[src/rtl/ysyx_22050550_fetch_ctrl_if.sv]
`default_nettype none
// ============================================================================
// Module   : ysyx_22050550_fetch_ctrl_if
// Brief    : Fetch controller bundle: redirect, imem request/response, IF out.
// Revision : 1.0 - initial release
// ============================================================================
interface ysyx_22050550_fetch_ctrl_if;
    logic        redirect_valid;
    logic [63:0] redirect_pc;
    logic        mem_req_valid;
    logic        mem_req_ready;
    logic [63:0] mem_req_addr;
    logic        mem_rsp_valid;
    logic [31:0] mem_rsp_inst;
    logic        if_valid;
    logic        if_ready;
    logic [63:0] if_pc;
    logic [31:0] if_inst;

    // master: the fetch controller itself
    modport master (
        input  redirect_valid, redirect_pc, mem_req_ready, mem_rsp_valid,
               mem_rsp_inst, if_ready,
        output mem_req_valid, mem_req_addr, if_valid, if_pc, if_inst
    );

    // slave: execute / memory / decode environment
    modport slave (
        output redirect_valid, redirect_pc, mem_req_ready, mem_rsp_valid,
               mem_rsp_inst, if_ready,
        input  mem_req_valid, mem_req_addr, if_valid, if_pc, if_inst
    );
endinterface
`default_nettype wire

[src/rtl/ysyx_22050550_fetch_ctrl.sv]
`default_nettype none
// ============================================================================
// Module   : ysyx_22050550_fetch_ctrl
// Brief    : Single-outstanding instruction fetch FSM with redirect/flush.
//            Optional YSYX_22050550_FETCH_PERF_EN adds fetch/flush counters.
// Revision : 1.0 - initial release
// ============================================================================
module ysyx_22050550_fetch_ctrl #(
    parameter logic [63:0] RESET_PC = 64'h8000_0000
) (
    input  wire logic                        clk,
    input  wire logic                        rst,
    ysyx_22050550_fetch_ctrl_if.master       bus
`ifdef YSYX_22050550_FETCH_PERF_EN
    ,
    output logic [63:0]                      fetch_cnt,
    output logic [63:0]                      flush_cnt
`endif
);

    typedef enum logic [1:0] {
        S_REQ  = 2'd0,
        S_WAIT = 2'd1,
        S_OUT  = 2'd2
    } state_t;

    state_t      r_state;
    logic [63:0] r_pc;
    logic [63:0] r_req_addr;
    logic        r_drop;
    logic        r_mem_req_valid;
    logic        r_if_valid;
    logic [63:0] r_if_pc;
    logic [31:0] r_if_inst;

    logic [63:0] w_redirect_pc;
    logic [63:0] w_pc_next;

    assign w_redirect_pc = bus.redirect_pc & ~64'd3;
    assign w_pc_next     = r_pc + 64'd4;

    assign bus.mem_req_valid = r_mem_req_valid;
    assign bus.mem_req_addr  = r_req_addr;
    assign bus.if_valid      = r_if_valid;
    assign bus.if_pc         = r_if_pc;
    assign bus.if_inst       = r_if_inst;

    always_ff @(posedge clk) begin
        if (rst) begin
            r_state         <= S_REQ;
            r_pc            <= RESET_PC;
            r_req_addr      <= RESET_PC;
            r_drop          <= 1'b0;
            r_mem_req_valid <= 1'b1;
            r_if_valid      <= 1'b0;
            r_if_pc         <= 64'd0;
            r_if_inst       <= 32'd0;
        end else begin
            case (r_state)
                S_REQ: begin
                    // req_addr is frozen here; a redirect only retargets pc
                    // and marks the in-flight response for discard.
                    if (bus.redirect_valid) begin
                        r_pc   <= w_redirect_pc;
                        r_drop <= 1'b1;
                    end
                    if (bus.mem_req_ready) begin
                        r_state         <= S_WAIT;
                        r_mem_req_valid <= 1'b0;
                    end
                end
                S_WAIT: begin
                    if (bus.mem_rsp_valid) begin
                        if (r_drop) begin
                            r_drop          <= 1'b0;
                            r_state         <= S_REQ;
                            r_mem_req_valid <= 1'b1;
                            r_pc            <= bus.redirect_valid ? w_redirect_pc : r_pc;
                            r_req_addr      <= bus.redirect_valid ? w_redirect_pc : r_pc;
                        end else if (bus.redirect_valid) begin
                            r_state         <= S_REQ;
                            r_mem_req_valid <= 1'b1;
                            r_pc            <= w_redirect_pc;
                            r_req_addr      <= w_redirect_pc;
                        end else begin
                            r_state    <= S_OUT;
                            r_if_valid <= 1'b1;
                            r_if_pc    <= r_req_addr;
                            r_if_inst  <= bus.mem_rsp_inst;
                        end
                    end else if (bus.redirect_valid) begin
                        r_pc   <= w_redirect_pc;
                        r_drop <= 1'b1;
                    end
                end
                S_OUT: begin
                    if (bus.redirect_valid || bus.if_ready) begin
                        r_state         <= S_REQ;
                        r_if_valid      <= 1'b0;
                        r_mem_req_valid <= 1'b1;
                        r_pc            <= bus.redirect_valid ? w_redirect_pc : w_pc_next;
                        r_req_addr      <= bus.redirect_valid ? w_redirect_pc : w_pc_next;
                    end
                end
                default: begin
                    r_state         <= S_REQ;
                    r_mem_req_valid <= 1'b1;
                    r_if_valid      <= 1'b0;
                end
            endcase
        end
    end

`ifdef YSYX_22050550_FETCH_PERF_EN
    logic [63:0] r_fetch_cnt;
    logic [63:0] r_flush_cnt;
    logic        w_fetch_fire;
    logic        w_flush_fire;

    assign w_fetch_fire = r_if_valid && bus.if_ready;
    // Any response arriving in WAIT that does not reach OUT is a flush.
    assign w_flush_fire = (r_state == S_WAIT) && bus.mem_rsp_valid &&
                          (r_drop || bus.redirect_valid);

    always_ff @(posedge clk) begin
        if (rst) begin
            r_fetch_cnt <= 64'd0;
            r_flush_cnt <= 64'd0;
        end else begin
            if (w_fetch_fire) r_fetch_cnt <= r_fetch_cnt + 64'd1;
            if (w_flush_fire) r_flush_cnt <= r_flush_cnt + 64'd1;
        end
    end

    assign fetch_cnt = r_fetch_cnt;
    assign flush_cnt = r_flush_cnt;
`endif

endmodule
`default_nettype wire

[src/flat_wrapper.sv]
// flat-port wrapper written by rule: the top's interface ports become plain ports
module ysyx_22050550_fetch_ctrl_flat 
#(
    parameter logic [63:0] RESET_PC = 64'h8000_0000
)
  (clk, rst, bus_redirect_valid, bus_redirect_pc, bus_mem_req_ready, bus_mem_rsp_valid, bus_mem_rsp_inst, bus_if_ready, bus_mem_req_valid, bus_mem_req_addr, bus_if_valid, bus_if_pc, bus_if_inst);
  ysyx_22050550_fetch_ctrl_if bus_i ();
  input  wire logic clk;
  input  wire logic rst;
  input wire logic [$bits(bus_i.redirect_valid)-1:0] bus_redirect_valid;
  input wire logic [$bits(bus_i.redirect_pc)-1:0] bus_redirect_pc;
  input wire logic [$bits(bus_i.mem_req_ready)-1:0] bus_mem_req_ready;
  input wire logic [$bits(bus_i.mem_rsp_valid)-1:0] bus_mem_rsp_valid;
  input wire logic [$bits(bus_i.mem_rsp_inst)-1:0] bus_mem_rsp_inst;
  input wire logic [$bits(bus_i.if_ready)-1:0] bus_if_ready;
  output wire logic [$bits(bus_i.mem_req_valid)-1:0] bus_mem_req_valid;
  output wire logic [$bits(bus_i.mem_req_addr)-1:0] bus_mem_req_addr;
  output wire logic [$bits(bus_i.if_valid)-1:0] bus_if_valid;
  output wire logic [$bits(bus_i.if_pc)-1:0] bus_if_pc;
  output wire logic [$bits(bus_i.if_inst)-1:0] bus_if_inst;
  assign bus_i.redirect_valid = bus_redirect_valid;
  assign bus_i.redirect_pc = bus_redirect_pc;
  assign bus_i.mem_req_ready = bus_mem_req_ready;
  assign bus_i.mem_rsp_valid = bus_mem_rsp_valid;
  assign bus_i.mem_rsp_inst = bus_mem_rsp_inst;
  assign bus_i.if_ready = bus_if_ready;
  assign bus_mem_req_valid = bus_i.mem_req_valid;
  assign bus_mem_req_addr = bus_i.mem_req_addr;
  assign bus_if_valid = bus_i.if_valid;
  assign bus_if_pc = bus_i.if_pc;
  assign bus_if_inst = bus_i.if_inst;
  ysyx_22050550_fetch_ctrl #(.RESET_PC(RESET_PC)) u_core (.clk(clk), .rst(rst), .bus(bus_i));
endmodule
[config.mk]
export PLATFORM = sky130hd
export DESIGN_NAME = ysyx_22050550_fetch_ctrl_flat
export DESIGN_NICKNAME = d
export VERILOG_FILES = /design/src/rtl/ysyx_22050550_fetch_ctrl_if.sv /design/src/rtl/ysyx_22050550_fetch_ctrl.sv /design/src/flat_wrapper.sv
export SDC_FILE = /design/constraint.sdc
export NUM_CORES = 1
export LEC_CHECK = 0
export ABC_AREA = 1
export CORE_MARGIN = 5
export CORE_UTILIZATION = 50
export DETAILED_ROUTE_END_ITERATION = 10
export PLACE_DENSITY = 0.87
export SYNTH_ARGS = -nofsm -noshare
export SYNTH_HDL_FRONTEND = slang
export SYNTH_SLANG_ARGS = --single-unit
[constraint.sdc]
create_clock -name clk -period 2.5 [get_ports clk]
set_input_delay 0.375 -clock clk [delete_from_list [all_inputs] [get_ports clk]]
set_output_delay 0.375 -clock clk [all_outputs]
set_load 0.1 [all_outputs]
==> results of run 1 <==
[power by group through the flow]
stage                     clock, mW  sequential (mW)  combinational (mW)
final                          3.86             5.49                10.7
after global placement            0             5.49                10.3
after floorplan                   0             8.94                4.44
after CTS                      3.91             5.46                10.6
after global routing           4.06             5.61                11.4
after detailed placement          0             5.52                10.5
[cell families (layout without fill, tap and decap cells)]
group                      after synthesis  in the layout  synth area share [%]
DFF                                    229            229                  36.2
adders and majority gates                4              4                 0.396
AOI/OAI and AO/OA                      554            554                  22.9
xor gates and xnor gates                 1              1                0.0692
and+or+nand+nor                        994            994                  32.7
buffers and inverters                  230            440                  7.74
[cell usage in the layout, fill, tap and decap left out, types with 4 or more instances in the layout]
cell	n
nand4_1	11
nand2_2	14
nand3_1	85
clkbuf_8	5
clkbuf_1	8
a21oi_1	197
a21oi_2	8
or2_2	5
nor2_2	12
nor2_4	7
o22ai_1	15
nand2_1	374
o21ai_0	254
nor3_1	13
o21ai_1	42
nand2_4	4
o22a_1	4
buf_4	184
inv_1	89
nor2_1	460
buf_12	10
o211ai_1	7
clkinv_1	4
clkbuf_16	25
dfxtp_1	228
a31oi_1	22
inv_2	10
clkdlybuf4s50_1	98
[per-layer routing]
metal	up-vias	part of all wire [%]
met3	110	8.4
met1	6633	42
met2	651	46
met4	0	3.3
met5	-	0
li1	7024	-
[registers in the layout, summed over array words and instances, names as in the netlist]
name,cells
u_core.bus.if_inst,32
u_core.bus.if_pc,64
u_core.bus.if_valid,1
u_core.bus.mem_req_addr,64
u_core.bus.mem_req_valid,1
u_core.r_drop,1
u_core.r_pc,64
u_core.r_state,2
[worst min-delay path by stage]
| stage | start | end | cells past startpoint |
|---|---|---|---|
| floorplan | u_core.r_pc[1] | u_core.r_pc[1] | 2 |
| global placement | u_core.r_pc[1] | u_core.r_pc[1] | 2 |
| detailed placement | u_core.r_pc[0] | u_core.r_pc[0] | 2 |
| CTS | bus_redirect_valid | u_core.r_drop | 5 |
| global route | bus_redirect_valid | u_core.r_drop | 5 |
| finish | bus_redirect_valid | u_core.r_drop | 5 |
[area by class of cell]
| class | count | area [µm²] | share of cell area, % |
|---|---|---|---|
| multi-input cells | 1553 | 7100 | 44.7 |
| flip-flops and latches | 229 | 4590 | 28.9 |
| clock inverters | 6 | 114 | 0.716 |
| well taps | 330 | 413 | 2.60 |
| inverters | 104 | 393 | 2.47 |
| clock buffers | 38 | 724 | 4.56 |
| repair buffers | 292 | 2560 | 16.1 |
[per-stage QoR]
stage / hold WS [ns] / power, mW / setup WS (ns) / instance area, µm² / instances
final: 0.400 / 20.0 / 0.317 / 15900 / 2552
after global routing: 0.429 / 21.0 / 0.207 / 15900 / 2552
after CTS: 0.387 / 20.0 / 0.357 / 15900 / 2552
after detailed placement: 0.440 / 16.1 / 0.372 / 15100 / 2508
after global placement: 0.432 / 15.8 / 0.392 / 15100 / 2508
after floorplan: 0.423 / 13.4 / 0.743 / 12700 / 2012
[worst reg2reg max path, stage by stage (launching register included)]
cell and delay [ns]:
dfxtp_1 0.41, ha_1 0.22, nand2_2 0.08, nor2_2 0.17, nand2_4 0.12, nor2_1 0.19, nand2_1 0.33, o21ai_0 0.29
nand3_1 0.10, nand2_1 0.09, a21oi_1 0.07
==> impl_metrics.json, run 1 <==
{
  "status": "complete, no violations",
  "ys_seq_area_share_pct": 36.2,
  "grt_pass1_wl_um": 70600,
  "endpoint": "u_core.r_pc[60]",
  "synth_warnings": 0,
  "ys_ff_latch": 229,
  "std_cell_rows": 58,
  "grt-busiest-layer": "met2",
  "p_leak_nw": 6.91,
  "drc": 0,
  "r2r_slack_ns": 0.32,
  "grt_use_met2_pct": 48.7,
  "grtUsageTotal_pct": 29.5,
  "cts_tree": "yes",
  "path_clk_slew_ns": 0.06,
  "grt-ovfl-total": 0,
  "clock-skew-final_ns": 0.0179,
  "htreeDepth": 1,
  "slew_viol_final": 0,
  "num_antenna_cells": 0,
  "start_util_pct": 50.5,
  "worstSetupPathDepth": 10,
  "cts_setup_buffers": 0,
  "clock_tree.root_cell": "clkbuf_16",
  "synth_edf_count": 0,
  "dr_total_vias": 14400,
  "num-nets-final": 2311,
  "cts_made_buffers": 25,
  "fin_crit_sh_pct": 87.3,
  "io_buffers": 261,
  "p_int_mw": 9.56,
  "crit_type": "register to register",
  "power_frac_comb_pct": 53.3,
  "maxCapViolations": 0,
  "routedWlPerCell_um": 17.4,
  "ctsResizeCount": 0,
  "yosysTopAreaCell": "dfxtp_1",
  "cts_hold_buf": 0,
  "finalSetupViolCount": 0,
  "first_global_vias": 13800,
  "core_um2": 25000,
  "clkPwrFrac_pct": 19.3,
  "p_seq_share_pct": 27.4,
  "maxSlewHeadroom_pct": 55.1,
  "synth_area_per_cell_um2": 6.29,
  "fp.dieArea_um2": 28600,
  "synth_cell_types": 39,
  "die_y_um": 169,
  "crit_arrival_ns": 2.59,
  "hp-class": "input pin to register",
  "ys.flop_type": "dfxtp_1",
  "crit_path_top_delay_cell": "dfxtp_1",
  "grt_max_degree": 101,
  "peakVddDrop_v": 0.000972,
  "cpMostUsedCell": "nand2_1",
  "viasPerCell": 5.65,
  "synth_area_um2": 12700,
  "synthTopCellsByCount": "460 x nor2_1, 374 x nand2_1, 254 x o21ai_0",
  "synth_area_leaders": "dfxtp_1 36%, nor2_1 14%, nand2_1 11%",
  "netlist.area_leader.share_pct": 36.2,
  "ios": 264,
  "drt_iter0_drc": 1278,
  "max_stage_delay_ns": 0.41,
  "switching_power_mw": 10.5,
  "finalSetupTns_ns": 0,
  "drive_gt1_share_pct": 13.6,
  "rsz0062_at_grt": "false",
  "area_growth_syn_to_layout_pct": 25.6,
  "worst_path_dominant_cell_family": "simple AND/OR/NAND/NOR gates",
  "hold_violations": 0,
  "crit_buf_inv": 0,
  "ant_nets": 0,
  "required_ns": 2.91,
  "switching_share_pct": 52.3,
  "worstSetupEndpointType": "register",
  "critPathLaunch": "u_core.r_pc[2]",
  "netlist_instances": 2012,
  "finalCriticalPeriod_ns": 2.18,
  "p_per_area_nw_per_um2": 1260,
  "cts_buffer_depth": 3,
  "routed_wl_um": 44400,
  "path_cells": "ha_1 > nand2_2 > nor2_2 > nand2_4 > nor2_1 > nand2_1 > o21ai_0 > nand3_1 > nand2_1 > a21oi_1",
  "clock_sinks": 229,
  "clock_latency_ns": 0.53,
  "max_freq_mhz": 458,
  "crit_path_start_kind": "register",
  "async_flop_share_pct": 0,
  "worst_pin_slew_ns": 0.674,
  "utilization_pct": 63.5,
  "die_w_um": 169,
  "dp_hpwl_um": 30700,
  "timing.rr.start": "u_core.r_pc[2]",
  "firstDrtPassIters": 5,
  "routabilityCongestion": 1.01,
  "critical_path.max_fanout": 6,
  "grt_util_met1_pct": 39.2,
  "r2r-end": "u_core.r_pc[60]",
  "reg2reg_depth": 10,
  "syn_nets": 2118,
  "antenna_found_initial": 0,
  "fillCellCount": 2241,
  "gr-usage-met3_pct": 4.81,
  "synth.most_common_cell": "nor2_1"
}
Power figures use the tool's default switching activity.
==> inputs of run 2 (changes only) <==
- clock period: 2.5 -> 2.4 ns (I/O delays scaled with it)
==> impl_metrics.json, run 2 (synthesized netlist as in run 1, its figures left out) <==
{
  "cts_hold_buf": 0,
  "p_seq_share_pct": 26.9,
  "layout_common_cells": "460 x nor2_1, 374 x nand2_1, 254 x o21ai_0",
  "firstDrtPassIters": 6,
  "dp_hpwl_um": 30200,
  "max_freq_mhz": 463,
  "clock_tree.root_cell": "clkbuf_16",
  "hp-class": "input pin to register",
  "critical_path.max_fanout": 6,
  "final_common_cell": "nor2_1",
  "ctsResizeCount": 0,
  "dr_total_vias": 14500,
  "slew_viol_final": 0,
  "std_cell_rows": 58,
  "power_frac_comb_pct": 53.2,
  "htreeDepth": 1,
  "path_clk_slew_ns": 0.06,
  "clock_latency_ns": 0.53,
  "worst_slack_ns": 0.240,
  "fp.dieArea_um2": 28600,
  "die_y_um": 169,
  "clkPwrFrac_pct": 19.9,
  "post-place-ws_ns": 0.229,
  "grtUsageTotal_pct": 29.5,
  "drive_gt1_share_pct": 14.0,
  "die_w_um": 169,
  "routed_wl_um": 44200,
  "crit_type": "register to register",
  "rsz0062_at_grt": "false",
  "peakVddDrop_v": 0.00120,
  "ios": 264,
  "required_ns": 2.81,
  "maxSlewHeadroom_pct": 44.5,
  "crit_path_start_kind": "register",
  "clock-skew-final_ns": 0.0159,
  "io_buffers": 261,
  "r2r_slack_ns": 0.24,
  "fillCellCount": 2279,
  "maxCapViolations": 0,
  "cts_made_buffers": 26,
  "grt_max_degree": 115,
  "num-nets-final": 2316,
  "drt_iter0_drc": 1522,
  "hold_violations": 0,
  "p_leak_nw": 6.98,
  "drc": 0,
  "routedWlPerCell_um": 17.3,
  "worst_pin_slew_ns": 0.833,
  "fin_crit_sh_pct": 90.0,
  "ant_nets": 0,
  "crit_arrival_ns": 2.57,
  "p_per_area_nw_per_um2": 1320,
  "utilization_pct": 63.9,
  "grt_pass1_wl_um": 70200,
  "p_int_mw": 10.2,
  "clock_sinks": 229,
  "worstSetupEndpointType": "register",
  "finalCriticalPeriod_ns": 2.16,
  "antenna_found_initial": 0,
  "p_total_mw": 21.1,
  "routabilityCongestion": 0.973,
  "status": "complete, no violations",
  "switching_share_pct": 51.8,
  "holdWs_ns": 0.324,
  "cts_buffer_depth": 3,
  "switching_power_mw": 10.9,
  "area_growth_syn_to_layout_pct": 26.6,
  "core_um2": 25000,
  "viasPerCell": 5.67,
  "cts_tree": "yes",
  "cts_setup_buffers": 0,
  "first_global_vias": 13600,
  "finalSetupViolCount": 0,
  "grt-ovfl-total": 0,
  "start_util_pct": 50.5,
  "finalSetupTns_ns": 0
}
[run 2: worst paths after layout]
| check | from | to | cells past startpoint |
|---|---|---|---|
| worst min-delay path | bus_redirect_valid | u_core.r_drop | 5 |
| worst min register to register | u_core.r_pc[1] | u_core.r_pc[1] | 2 |
| worst max register to register | u_core.r_pc[6] | u_core.r_pc[29] | 9 |
| worst max-delay path | u_core.r_pc[6] | u_core.r_pc[29] | 9 |
[run 2: critical path, stage by stage (launching register included)]
cell     delay (ns)
dfxtp_1        0.43
nand2_2        0.11
nor2_2         0.16
nand2_2        0.16
nor2_1         0.22
nand2_1        0.37
nand2_1        0.17
nand2_1        0.06
o21ai_0        0.24
a21oi_1        0.10
[run 2: per-layer routing]
layer,share of wire [%],vias to the layer above,GRT usage (%)
met2,47,695,48.5
li1,-,7022,-
met4,2.8,0,9.24
met3,8.7,88,5.35
met5,0,-,0
met1,42,6707,39.5
[run 2: power groups by stage]
stage,Combinational (mW),Clock (mW),Sequential [mW]
after floorplan,4.62,0,9.32
after global placement,10.9,0,5.69
after detailed placement,11.1,0,5.72
after CTS,11.2,4.25,5.66
after global routing,12.1,4.43,5.81
final,11.2,4.20,5.69
[run 2: metrics by stage]
| step | instance area (µm²) | instances |
|---|---|---|
| 6_report | 16000 | 2561 |
| 3_3_place_gp | 15100 | 2512 |
| 5_1_grt | 16000 | 2560 |
| 4_1_cts | 16000 | 2560 |
| 3_5_place_dp | 15100 | 2512 |
| 2_1_floorplan | 12700 | 2012 |
[run 2: final cells by class]
type                            count  area [µm²]  area share [%]
Clock inverter                      9         130           0.813
Multi-Input combinational cell   1553        7100            44.3
Inverter                          104         393            2.45
Sequential cell                   229        4590            28.6
Timing Repair Buffer              296        2610            16.3
Tap cell                          330         413            2.58
Clock buffer                       39         781            4.88
Antenna cell                        1        2.50          0.0156
